==> config.mk <==
export PLATFORM = sky130hd
export DESIGN_NAME = ttl_multi_output
export DESIGN_NICKNAME = d
export VERILOG_FILES = /design/src/rtl/ttl_multi_output.sv
export SDC_FILE = /design/constraint.sdc
export NUM_CORES = 1
export LEC_CHECK = 0
export BUFFER_PORTS_ARGS = -buffer_cell sky130_fd_sc_hd__buf_2
export CAP_MARGIN = 20
export CORE_UTILIZATION = 28
export DETAILED_ROUTE_END_ITERATION = 12
export GPL_TIMING_DRIVEN = 0
export MAX_ROUTING_LAYER = met4
export SYNTH_ARGS = -nofsm -noshare
export SYNTH_HDL_FRONTEND = slang
export SYNTH_SLANG_ARGS = --single-unit
==> constraint.sdc <==
create_clock -name clk -period 3.38 [get_ports clk]
set_input_delay 0.338 -clock clk [delete_from_list [all_inputs] [get_ports clk]]
set_output_delay 0.338 -clock clk [all_outputs]
set_load 0.01 [all_outputs]
==> src/rtl/ttl_multi_output.sv <==
// Timed TTL output bank: events queue in a FIFO and are applied on fire as sub-cycle edges in SER_W-bit words.
// Define TTL_PULSE_MODE_EN to add the pulse FSM that restores prior levels after ev_len cycles.
module ttl_multi_output #(
   parameter int NUM_CH     = 8,
   parameter int SER_W      = 8,
   parameter int FIFO_DEPTH = 16,
   parameter int LEN_W      = 16
) (
   input  logic                      clk,
   input  logic                      resetn,
   input  logic                      ev_valid,
   output logic                      ev_ready,
   input  logic [NUM_CH-1:0]         ev_mask,
   input  logic [NUM_CH-1:0]         ev_level,
   input  logic [$clog2(SER_W)-1:0]  ev_fine,
   input  logic                      ev_pulse,
   input  logic [LEN_W-1:0]          ev_len,
   input  logic                      fire,
   input  logic                      override_en,
   input  logic [NUM_CH-1:0]         override_value,
   input  logic                      err_clr,
   output logic [NUM_CH*SER_W-1:0]   ser_word,
   output logic [NUM_CH-1:0]         level_out,
   output logic                      fifo_empty,
   output logic                      fifo_full,
   output logic                      busy,
   output logic                      underflow_err
);

   localparam int FW = $clog2(SER_W);
   localparam int AW = $clog2(FIFO_DEPTH);
`ifdef TTL_PULSE_MODE_EN
   localparam int EW = 2*NUM_CH + FW + 1 + LEN_W;
`else
   localparam int EW = 2*NUM_CH + FW;
`endif

   logic [EW-1:0]           r_mem [FIFO_DEPTH];
   logic [AW-1:0]           r_wr_ptr;
   logic [AW-1:0]           r_rd_ptr;
   logic [AW:0]             r_count;
   logic [NUM_CH-1:0]       r_level;
   logic [NUM_CH*SER_W-1:0] r_ser_word;
   logic                    r_underflow;

   logic                    w_push;
   logic                    w_pop;
   logic [EW-1:0]           w_push_dat;
   logic [EW-1:0]           w_head;
   logic [NUM_CH-1:0]       w_head_mask;
   logic [NUM_CH-1:0]       w_head_level;
   logic [FW-1:0]           w_head_fine;
   logic [NUM_CH-1:0]       w_edge_mask;
   logic [FW-1:0]           w_edge_fine;
   logic [NUM_CH-1:0]       w_level_nxt;
   logic [NUM_CH*SER_W-1:0] w_word_nxt;

   assign fifo_empty = (r_count == '0);
   assign fifo_full  = (r_count == (AW+1)'(FIFO_DEPTH));
   // Held low during reset so nothing is queued while the block is being cleared.
   assign ev_ready   = resetn && !fifo_full;
   assign w_push     = ev_valid && ev_ready;
   assign w_pop      = fire && !fifo_empty;

   assign w_head       = r_mem[r_rd_ptr];
   assign w_head_mask  = w_head[EW-1 -: NUM_CH];
   assign w_head_level = w_head[EW-NUM_CH-1 -: NUM_CH];
   assign w_head_fine  = w_head[EW-2*NUM_CH-1 -: FW];

`ifdef TTL_PULSE_MODE_EN
   typedef enum logic {IDLE, PULSE} state_t;

   state_t            r_state;
   state_t            w_state_nxt;
   logic [LEN_W-1:0]  r_cnt;
   logic [LEN_W-1:0]  w_cnt_nxt;
   logic [NUM_CH-1:0] r_saved;
   logic [NUM_CH-1:0] w_saved_nxt;
   logic [NUM_CH-1:0] r_pmask;
   logic [NUM_CH-1:0] w_pmask_nxt;
   logic [FW-1:0]     r_pfine;
   logic [FW-1:0]     w_pfine_nxt;
   logic              w_restore;
   logic              w_head_pulse;
   logic [LEN_W-1:0]  w_head_len;

   assign w_push_dat   = {ev_mask, ev_level, ev_fine, ev_pulse, ev_len};
   assign w_head_pulse = w_head[LEN_W];
   assign w_head_len   = w_head[LEN_W-1:0];
   assign busy         = (r_state == PULSE);

   always_ff @(posedge clk) begin
      if (!resetn) begin
         r_state <= IDLE;
         r_cnt   <= '0;
         r_saved <= '0;
         r_pmask <= '0;
         r_pfine <= '0;
      end else begin
         r_state <= w_state_nxt;
         r_cnt   <= w_cnt_nxt;
         r_saved <= w_saved_nxt;
         r_pmask <= w_pmask_nxt;
         r_pfine <= w_pfine_nxt;
      end
   end

   // A fresh event always beats a pending restore, which is how a mid-pulse fire cancels it.
   always_comb begin
      w_state_nxt = r_state;
      w_cnt_nxt   = r_cnt;
      w_saved_nxt = r_saved;
      w_pmask_nxt = r_pmask;
      w_pfine_nxt = r_pfine;
      w_restore   = 1'b0;
      if (w_pop) begin
         if (w_head_pulse) begin
            w_state_nxt = PULSE;
            w_cnt_nxt   = (w_head_len == '0) ? LEN_W'(1) : w_head_len;
            w_saved_nxt = r_level;
            w_pmask_nxt = w_head_mask;
            w_pfine_nxt = w_head_fine;
         end else begin
            w_state_nxt = IDLE;
            w_cnt_nxt   = '0;
         end
      end else begin
         case (r_state)
            PULSE: begin
               if (r_cnt <= LEN_W'(1)) begin
                  w_restore   = 1'b1;
                  w_state_nxt = IDLE;
                  w_cnt_nxt   = '0;
               end else begin
                  w_cnt_nxt = r_cnt - 1'b1;
               end
            end
            default: ;
         endcase
      end
   end
`else
   logic w_unused_pulse;

   assign w_push_dat     = {ev_mask, ev_level, ev_fine};
   assign w_unused_pulse = ev_pulse ^ (^ev_len);
   assign busy           = 1'b0;
`endif

   always_ff @(posedge clk) begin
      if (w_push) r_mem[r_wr_ptr] <= w_push_dat;
   end

   always_ff @(posedge clk) begin
      if (!resetn) begin
         r_wr_ptr <= '0;
         r_rd_ptr <= '0;
         r_count  <= '0;
      end else begin
         if (w_push) r_wr_ptr <= r_wr_ptr + 1'b1;
         if (w_pop)  r_rd_ptr <= r_rd_ptr + 1'b1;
         case ({w_push, w_pop})
            2'b10:   r_count <= r_count + 1'b1;
            2'b01:   r_count <= r_count - 1'b1;
            default: ;
         endcase
      end
   end

   // Bits below the fine position still carry the pre-edge level; the rest carry the new one.
   always_comb begin
      w_edge_mask = '0;
      w_edge_fine = '0;
      w_level_nxt = r_level;
      if (w_pop) begin
         w_edge_mask = w_head_mask;
         w_edge_fine = w_head_fine;
         w_level_nxt = (r_level & ~w_head_mask) | (w_head_level & w_head_mask);
      end
`ifdef TTL_PULSE_MODE_EN
      else if (w_restore) begin
         w_edge_mask = r_pmask;
         w_edge_fine = r_pfine;
         w_level_nxt = (r_level & ~r_pmask) | (r_saved & r_pmask);
      end
`endif
      for (int i = 0; i < NUM_CH; i++) begin
         for (int j = 0; j < SER_W; j++) begin
            if (override_en)
               w_word_nxt[i*SER_W+j] = override_value[i];
            else if (w_edge_mask[i] && (FW'(j) < w_edge_fine))
               w_word_nxt[i*SER_W+j] = r_level[i];
            else
               w_word_nxt[i*SER_W+j] = w_level_nxt[i];
         end
      end
   end

   always_ff @(posedge clk) begin
      if (!resetn) begin
         r_level     <= '0;
         r_ser_word  <= '0;
         r_underflow <= 1'b0;
      end else begin
         r_level    <= w_level_nxt;
         r_ser_word <= w_word_nxt;
         if (fire && fifo_empty)
            r_underflow <= 1'b1;
         else if (err_clr)
            r_underflow <= 1'b0;
      end
   end

   assign ser_word      = r_ser_word;
   assign level_out     = r_level;
   assign underflow_err = r_underflow;

endmodule

# After elaboration in Yosys (flattened, before gate mapping)
# Memories as Yosys holds them, arrays and structs flattened. A register that Yosys moved wholly into a read port is not among the register bits.
# Index checks and enable logic that the tools add are counted.
# word_totals
ff_bits	86
mem_bits_rw	304
inputBits	50
word_cells	237
memories	1
# classes
n_addsub	4
n_lt_le_gt_ge	8
eq_ne	3
n_mux	138
n_bitwise	4
n_reduce_logical	73
# mem_list
name	words	word_bits	rd	rd_ports_with_merged_regs	wr	line_no	source
r_mem	16	19	1	1	1	38	logic [EW-1:0] r_mem [FIFO_DEPTH];
# op_table
op	n
2-to-1 mux 1 bit	132
logical AND 1 bit	68
AND 8 bit	2
2-to-1 mux 8 bit	2
less-than comparator 3 bit, first input constant	4
one-hot mux 5 bit (2 select lines)	1
adder 4 x 1 -> 4 bit, second input constant	2
2-to-1 mux 4 bit	2
NOT 8 bit	1
bitwise OR 8 bit	1
less-than comparator 1 x 3 -> 1 bit, first input constant	2
less-than comparator 2 x 3 -> 1 bit, first input constant	2
adder 5 x 1 -> 5 bit, second input constant	1
== test 5 bit, second input constant	1
zero test 5 bit	1
subtractor 5 x 1 -> 5 bit, second input constant	1
nonzero test 2 bit	2
2-to-1 mux 3 bit	1
== test 2 x 1 -> 1 bit, second input constant	1
== test 2 bit, second input constant	1
zero test 1 bit	2

# Logic depth before layout (Yosys ltp)
# Gate-level depths: netlist of the first run.
# depth
ltp_word	8
mapped_depth	16

# Least setup slack after synthesis of the first run
# No wires, ideal clock.
# synth_path
path_type	flip-flop to flip-flop
startpoint	register r_count[1]
endpoint	register r_count[4]
setup_ns	0.070
arrival_time_ns	3.271
required_ns	3.310
slack_ns	0.039
stages_incl_launch_ff	16
path_cell_list	dfxtp_1 > buf_6 > or4_1 > buf_2 > o21ai_1 > inv_2 > ha_1 > clkbuf_1 > xor2_1 > ha_1 > o21a_1 > o22a_1 > a21oi_1 > xor2_1 > or3_1 > a21oi_1
# synth_via
elab_chain_len	6
# synth_lines
item	line_no	source
start, declared	41	logic [AW:0] r_count;
start signal, assigned	163	2'b10: r_count <= r_count + 1'b1;
start signal, assigned	164	2'b01: r_count <= r_count - 1'b1;
== test 5 bit	59	assign fifo_full = (r_count == (AW+1)'(FIFO_DEPTH));
zero test 1 bit	61	assign ev_ready = resetn && !fifo_full;
logical AND 1 bit	61	
logical AND 1 bit	62	assign w_push = ev_valid && ev_ready;
== test 2 x 1 -> 1 bit or == test 2 bit (tied branches)	162	case ({w_push, w_pop})
one-hot mux 5 bit (2 select lines) or nonzero test 2 bit (tied branches)	-	
# Several ways; a longest one is shown, not always the timed one.
# A chain may end at the register's enable or synchronous reset.

==> results of run 1 <==
## layout make-up
cell class                      instances  share of cell area [%]
Antenna cell                            3                  0.0398
Buffer                                 49                    1.56
Clock buffer                           54                    6.40
Clock inverter                         21                    1.05
Inverter                               12                   0.239
Multi-Input combinational cell        495                    24.3
Sequential cell                       394                    57.9
Tap cell                              748                    4.96
Timing Repair Buffer                  119                    3.59
## worst reg2reg max path, delay by kind of cell (launching register included)
| family | cells | cell delay (ns) |
|---|---|---|
| simple gates | 2 | 0.80 |
| buf+inv | 4 | 1.12 |
| flops | 1 | 0.31 |
| compound gates | 3 | 0.84 |
## final timing paths
check,from,cells past startpoint,slack [ns],to
setup / recovery,register,9,0.15,ser_word[28]
hold / removal,override_value[7],2,0.06,ser_word[61]
setup reg to reg,register,9,0.15,ser_word[28]
hold reg to reg,r_rd_ptr[1],2,0.50,r_rd_ptr[1]
## cell families after synthesis
family,synth area share [%]
adder cells (fa/ha/maj),0.718
AO/OA/AOI/OAI,7.44
XOR/XNOR,0.615
other,0.0239
AND/OR/NAND/NOR,5.47
buffers and inverters,2.19
flip-flops,69.7
multiplexers,13.8
## what timing repair did
item / in CTS / in global routing
hold buffers: 0 / 0
pin swaps: 1 / 0
resized for setup: 5 / 15
hold endpoints to repair: 0 / 0
setup buffers: 1 / 0
setup endpoints to repair: 10 / 36
## state kept, by name, summed over array words and instances (netlist names), named ones only
register and cells:
underflow_err 1, level_out 8, ser_word 64, r_wr_ptr 4, r_rd_ptr 4, r_count 5
r_mem 304
## metrics by stage
step                      setup WS (ns)  util, %
after detailed placement         -0.560     31.5
after global routing            -0.0820     34.2
after CTS                        0.0102     34.1
after floorplan                  0.0391        -
after global placement            -1.72     31.1
final                             0.155     34.2
## routing by layer
layer / track usage (%) / vias to the layer above
met4: 3.98 / 0
li1: - / 4093
met1: 18.8 / 4624
met3: 3.23 / 60
met2: 22.9 / 352
met5: - / -
## power breakdown
part / switching [W] / leakage [nW] / internal, W
Clock: 0.00189 / 0.703 / 0.00276
Combinational: 0.00170 / 2.26 / 0.00112
Sequential: 0.000103 / 3.48 / 0.00543
## cells in the final DEF (no fill, tap or decap), types with 5 or more instances in the layout
cell type	n
edfxtp_1	304
buf_2	117
dfxtp_1	90
mux4_2	69
nand2_1	56
nor2_1	44
clkbuf_16	44
o21ai_0	43
mux2i_1	28
clkbuf_1	20
mux2_2	19
a21oi_1	17
buf_6	16
a22o_1	14
nand3_1	14
buf_4	13
o211ai_1	13
inv_1	12
o21a_1	12
nor2_4	11
a22oi_1	11
o31ai_1	9
nand2b_1	8
xor2_1	8
nor2b_1	8
ha_1	8
and2_1	7
o22ai_1	7
clkbuf_8	7
clkinv_2	7
o21ai_1	6
o31a_1	6
nand4_1	5
o311ai_0	5
o311ai_1	5
==> impl_results.rst, run 1 <==
.. list-table::
   :header-rows: 1

   * - Metric
     - Value
   * - Total detailed-routing wirelength
     - 40,000 um
   * - Worst-case clock skew
     - 0.0258 ns
   * - Maximum clock frequency
     - 0.310 GHz
   * - Mapped cell area
     - between 15,000 and 20,000 sq um
   * - Synth Register Bits
     - between 300 and 400
   * - Syn nets
     - 1,011
   * - Worst Hold Class
     - input port to register
   * - Total buffers and inverters traversed by the critical path
     - 4
   * - Maximum number of pins on one net before global-route repair
     - 20
   * - Cts bufs inserted
     - 41
   * - Clock latency of the later-clocked register in the worst-skew pair
     - 0.57 ns
   * - Wire length the detailed router placed on met1
     - between 15,000 and 20,000 um
   * - Final hold violation count
     - 0
   * - Final total power
     - between 0.01 and 0.015 W
   * - Async SR Flop Fraction
     - 0%
   * - First-pass GRT wire length
     - 58,800 um
   * - Arrival @ worst endpoint
     - 3.64 ns
   * - Root buffer cell
     - clkbuf_16
   * - Die Y-Extent
     - 239 um
   * - Total power divided by cell area
     - 688 nW/um^2
   * - Global router's overall resource usage
     - 14.5%
   * - Uppermost metal layer occupied by signal nets
     - met4
   * - Buffer depth of the longest clock path
     - 3
   * - Area enclosed by the die boundary
     - 56,900 sq um
   * - TritonCTS clock tree
     - built
   * - Most used standard cell by instance count after synthesis
     - edfxtp_1
   * - Status
     - finished, final reports clean
   * - Endpoint class of the critical path
     - register
   * - Post-route clock period utilization
     - 95.4%
   * - Port buffer count
     - 108
   * - Overflow after GRT
     - 0
   * - Row Count
     - 86
   * - Most area-consuming cells after synthesis
     - edfxtp_1 58%, dfxtp_1 11%, mux4_2 9.9%
   * - Cell repeated most along the worst path
     - buf_4
   * - Register cell area after layout
     - about 11,000 sq um
   * - GPL Wtd Cong
     - ~0.86
   * - Share of the yosys chip area belonging to registers
     - 69.7%
   * - Synth warn
     - 0
   * - Post-DP HPWL
     - roughly 27,000 um
   * - Crit start category
     - register
   * - Placed Cells
     - 1,818
   * - Per-cell via count in the routed design
     - 4.82
   * - Max_slew headroom
     - 33.2%
   * - Hold_ws
     - 0.0626 ns
   * - Placed inst area
     - 17,400 sq um
   * - Number of vias in the routed layout
     - 9,129
   * - Number of enable-type register cells in the synthesized netlist
     - 304
   * - Max VDD drop
     - 0.318 mV
   * - Sequence of cells on the critical path
     - clkbuf_1 -> buf_4 -> buf_4 -> buf_2 -> o211ai_1 -> nor4_1 -> nor3b_1 -> o21ai_1 -> o21ai_0
   * - Placeable core area
     - 55,200 sq um
   * - Width of the die
     - 239 um
   * - Critical Path RT
     - 3.79 ns
   * - Cell variety after synth
     - 61
   * - Initial cell density of the core
     - between 20% and 30%
   * - Crit-path leading delay family
     - buffers and inverters
   * - Main synth FF type
     - edfxtp_1
   * - Final number of max-transition violations
     - 0
   * - Violation count after the first detailed-routing iteration
     - slightly below 900
   * - Gate count of the mapped netlist
     - 952
   * - Average cell area after synthesis
     - 16.5 sq um
   * - Number of antenna violations at the first check in global routing
     - 3
   * - Sink count of the clock tree
     - just under 400
   * - Detailed route wirelength on metal3
     - 2880 um
   * - Top cell types by occurrence after synthesis
     - 304 x edfxtp_1, 90 x dfxtp_1, 69 x mux4_2
   * - DR WL met2
     - 19,000 um
   * - Final net count
     - 1,171
   * - Setup TNS Final
     - 0 ns
   * - Standby leakage power
     - between 6 and 7 nW
   * - Layout-stage area growth over the synthesis result
     - 20.4%
   * - Final-layout fill cell count
     - roughly 5,200
   * - Time the worst path needs with I/O delays and setup
     - 3.23 ns
   * - Detailed Routing Iterations Pass 1
     - 5
   * - Count of pins on the block boundary
     - 127
   * - Share of the synthesized area in the top cell type
     - about 58%
   * - Slew @ Worst Pin
     - roughly 1 ns
   * - Max FO, Critical Path
     - 10
   * - CP max stage cell
     - nor4_1
   * - Library cell occupying the most area in the post-synthesis netlist
     - edfxtp_1
   * - Clock-pin slew of the registers on the worst-case setup and hold paths
     - 0.07 ns
   * - Detail Route Antenna Nets
     - 0
   * - Number of maximum-capacitance constraint violations
     - 0
   * - Largest stage delay, worst path
     - 0.65 ns
   * - Finished layout cell area
     - 18,900 sq um
   * - Number of failing setup endpoints in the final timing report
     - 0
   * - Final cell count without fillers
     - about 1,900
   * - H-tree Lvls
     - 2
   * - Vias in the first global route
     - ~9,000
   * - Worst Path Class, Setup
     - register to register
   * - Wire per inst
     - 21.1 um
   * - Share of layout cells above drive strength 1
     - 30.0%
   * - Area of the multi-input gates
     - roughly 4600 sq um
   * - Residual DRC count
     - 0
   * - RSZ-0062 raised after global routing
     - yes
No activity file was read; power rests on OpenSTA's default activity.
==> run 2, diff against run 1 <==
--- a/config.mk
+++ b/config.mk
@@ -5,7 +5,7 @@
 export SDC_FILE = /design/constraint.sdc
 export NUM_CORES = 1
 export LEC_CHECK = 0
-export BUFFER_PORTS_ARGS = -buffer_cell sky130_fd_sc_hd__buf_2
+export BUFFER_PORTS_ARGS = -buffer_cell sky130_fd_sc_hd__clkbuf_2
 export CAP_MARGIN = 20
 export CORE_UTILIZATION = 28
 export DETAILED_ROUTE_END_ITERATION = 12
==> impl_results.rst, run 2 (same netlist as run 1, synthesis figures left out) <==
.. list-table::
   :header-rows: 1

   * - Metric
     - Value
   * - Clock-pin slew of the registers on the worst-case setup and hold paths
     - 0.06 ns (was 0.07 ns)
   * - Critical Path RT
     - 3.88 ns (was 3.79 ns)
   * - Number of vias in the routed layout
     - 9,031 (was 9,129)
   * - Post-route clock period utilization
     - 98.8% (was 95.4%)
   * - Commonest non-fill, non-tap cell in the layout
     - edfxtp_1 (unchanged)
   * - Crit. Startpoint
     - r_count[1]
   * - Detailed Routing Iterations Pass 1
     - 5 (unchanged)
   * - H-tree Lvls
     - 2 (unchanged)
   * - GPL Wtd Cong
     - 0.865 (was 0.859)
   * - First-pass GRT wire length
     - 58,800 um (about the same)
   * - Width of the die
     - 239 um (unchanged)
   * - Global router's overall resource usage
     - 14.5% (about the same)
   * - Slew @ Worst Pin
     - 0.963 ns (was 0.977 ns)
   * - Vias in the first global route
     - 8,995 (was 9,024)
   * - Total number of cells along the worst setup path
     - 15 (was 9)
   * - Number of maximum-capacitance constraint violations
     - 0 (unchanged)
   * - Sequence of cells on the critical path
     - buf_6 -> or4_1 -> buf_2 -> o21ai_4 -> inv_4 -> ha_1 -> clkbuf_4 -> xor2_1 -> ha_1 -> o21a_1 -> o22a_1 -> a21oi_1 -> xor2_1 -> or3_1 -> a21oi_1 (was clkbuf_1 -> buf_4 -> buf_4 -> buf_2 -> o211ai_1 -> nor4_1 -> nor3b_1 -> o21ai_1 -> o21ai_0)
   * - Net switching share of the total power
     - 29.5% (was 28.4%)
   * - Placed Cells
     - 1,818 (unchanged)
   * - Part of the total power dissipated in combinational logic
     - 22.2% (was 21.7%)
   * - Post-placement worst setup slack
     - -0.584 ns (was -0.560 ns)
   * - Count of pins on the block boundary
     - 127 (unchanged)
   * - Worst-case clock skew
     - 0.0297 ns (was 0.0258 ns)
   * - Initial cell density of the core
     - 28.4% (unchanged)
   * - Arrival @ worst endpoint
     - 3.84 ns (was 3.64 ns)
   * - Buffer depth of the longest clock path
     - 3 (unchanged)
   * - Standby leakage power
     - 6.34 nW (was 6.44 nW)
   * - Die Y-Extent
     - 239 um (unchanged)
   * - Violation count after the first detailed-routing iteration
     - 851 (was 875)
   * - Final hold violation count
     - 0 (unchanged)
   * - Sink count of the clock tree
     - 394 (unchanged)
   * - Number of antenna violations at the first check in global routing
     - 1 (was 3)
   * - Per-cell via count in the routed design
     - 4.77 (was 4.82)
   * - Maximum clock frequency
     - 0.300 GHz (was 0.310 GHz)
   * - Power spent charging and discharging nets
     - 0.00373 W (was 0.00369 W)
   * - Reg-to-reg setup timing slack
     - 0.04 ns (was 0.15 ns)
   * - Final cell count without fillers
     - 1,893 (was 1,895)
   * - Post-DP HPWL
     - 26,700 um (about the same)
   * - Clock latency of the later-clocked register in the worst-skew pair
     - 0.58 ns (was 0.57 ns)
   * - Number of failing setup endpoints in the final timing report
     - 0 (unchanged)
   * - Clock share of power
     - 33.9% (was 35.8%)
   * - Detail Route Antenna Nets
     - 0 (unchanged)
   * - Quantity of hold-fixing buffers added after cts
     - 0 (unchanged)
   * - Maximum number of pins on one net before global-route repair
     - 20 (unchanged)
   * - Overflow after GRT
     - 0 (unchanged)
   * - Share of layout cells above drive strength 1
     - 29.5% (was 30.0%)
   * - RSZ-0062 raised after global routing
     - yes (unchanged)
   * - Root buffer cell
     - clkbuf_16 (unchanged)
   * - Total power divided by cell area
     - 675 nW/um^2 (was 688 nW/um^2)
   * - CP max stage cell
     - or4_1 (was nor4_1)
   * - Crit-path leading delay family
     - compound AO/OA/AOI/OAI gates (was buffers and inverters)
   * - Max FO, Critical Path
     - 11 (was 10)
   * - TritonCTS clock tree
     - built (unchanged)
   * - Number of cells traversed by the worst register-to-register path
     - 15 (was 9)
   * - Layout-stage area growth over the synthesis result
     - 19.5% (was 20.4%)
   * - Placeable core area
     - 55,200 sq um (unchanged)
   * - Total detailed-routing wirelength
     - 40,000 um (about the same)
   * - Hold_ws
     - 0.0547 ns (was 0.0626 ns)
   * - Final net count
     - 1,171 (unchanged)
   * - Wire per inst
     - 21.1 um (about the same)
   * - Residual DRC count
     - 0 (unchanged)
   * - Largest stage delay, worst path
     - 0.49 ns (was 0.65 ns)
   * - Endpoint class of the critical path
     - register (unchanged)
   * - Reg-to-reg critical path endpoint
     - r_count[4] (was ser_word[28])
   * - Max VDD drop
     - 0.324 mV (was 0.318 mV)
   * - Cts bufs inserted
     - 41 (unchanged)
   * - Worst Path Class, Setup
     - register to register (unchanged)
   * - Setup TNS Final
     - 0 ns (unchanged)
   * - Crit start category
     - register (unchanged)
   * - Hold Path Depth
     - 2 (unchanged)
   * - Max_slew headroom
     - 35.7% (was 33.2%)
   * - Time the worst path needs with I/O delays and setup
     - 3.34 ns (was 3.23 ns)
   * - Register ranked first by flip-flop count
     - r_mem (unchanged)
   * - Row Count
     - 86 (unchanged)
   * - Area enclosed by the die boundary
     - 56,900 sq um (unchanged)
   * - Status
     - finished, final reports clean (unchanged)
   * - Critical path destination
     - r_count[4] (was ser_word[28])
   * - Port buffer count
     - 108 (unchanged)
   * - Max reg flops
     - 304 (unchanged)
   * - Worst Hold Class
     - input port to register (unchanged)
   * - Minimum setup slack in the final design
     - 0.0416 ns (was 0.155 ns)
   * - Total buffers and inverters traversed by the critical path
     - 4 (unchanged)
   * - Final number of max-transition violations
     - 0 (unchanged)
   * - Cell-internal power
     - 0.00891 W (was 0.00930 W)
   * - Power share of the sequential group
     - 43.9% (was 42.6%)
   * - Most frequent cells in the layout
     - 304 x edfxtp_1, 110 x clkbuf_2, 90 x dfxtp_1, 69 x mux4_2, 56 x nand2_1 (was 304 x edfxtp_1, 117 x buf_2, 90 x dfxtp_1, 69 x mux4_2, 56 x nand2_1)
   * - Source of the worst register-to-register timing path
     - r_count[1]
run 2: changes by cell type in the layout (fill, tap and decap cells not counted), sizes merged:
cell / change
bufinv: -3
inv: +4
clkbuf: +104
buf: -108
clkinvlp: +1
diode: -2
clkinv: +2
run 2: worst min-delay path by stage:
stage                   endpoint  slack [ns]               from
floorplan            r_mem[0][0]        0.44         ev_fine[0]
global placement     r_rd_ptr[1]        0.49        r_rd_ptr[1]
detailed placement   r_rd_ptr[1]        0.50        r_rd_ptr[1]
CTS                 ser_word[45]        0.03  override_value[5]
global route        ser_word[45]        0.06  override_value[5]
finish              ser_word[45]        0.05  override_value[5]
run 2: per-stage QoR:
step	util, %	instance area (sq um)	power [W]
finish	33.9	18700	0.0126
global route	33.9	18700	0.0131
CTS	33.9	18700	0.0127
detailed placement	31.5	17400	0.00837
global placement	31.1	17200	0.00831
floorplan	-	15700	0.00747
run 2: cell type report:
| class | count | area [sq um] |
|---|---|---|
| repair buffers | 119 | 673 |
| plain buffers | 49 | 299 |
| flip-flops and latches | 394 | 10900 |
| multi-input cells | 495 | 4570 |
| clock inverters | 25 | 163 |
| clock buffers | 50 | 1110 |
| diodes | 1 | 2.50 |
| inverters | 12 | 47.5 |
| well taps | 748 | 936 |
| fillers | 5282 | 36500 |
run 2: what timing repair did:
| item | in CTS | in global routing |
|---|---|---|
| setup endpoints to repair | 13 | 31 |
| buffers inserted | 1 | 0 |
| resized for setup | 11 | 10 |
| gates cloned | 0 | 0 |
| pin swaps | 1 | 0 |
run 2: power by group through the flow:
stage / clock network, W / registers, W / logic, W
4_1_cts: 0.00437 / 0.00554 / 0.00280
6_report: 0.00429 / 0.00555 / 0.00281
2_1_floorplan: 0 / 0.00568 / 0.00179
5_1_grt: 0.00455 / 0.00557 / 0.00303
3_3_place_gp: 0 / 0.00564 / 0.00267
3_5_place_dp: 0 / 0.00564 / 0.00273
run 2: per-layer routing:
layer  track usage [%]  routed length, um  part of all wire, %
met4              4.60                873                  2.2
met5                 -                  0                    0
met3              2.92               2440                  6.1
met1              18.8              17500                   44
met2              22.9              19100                   48
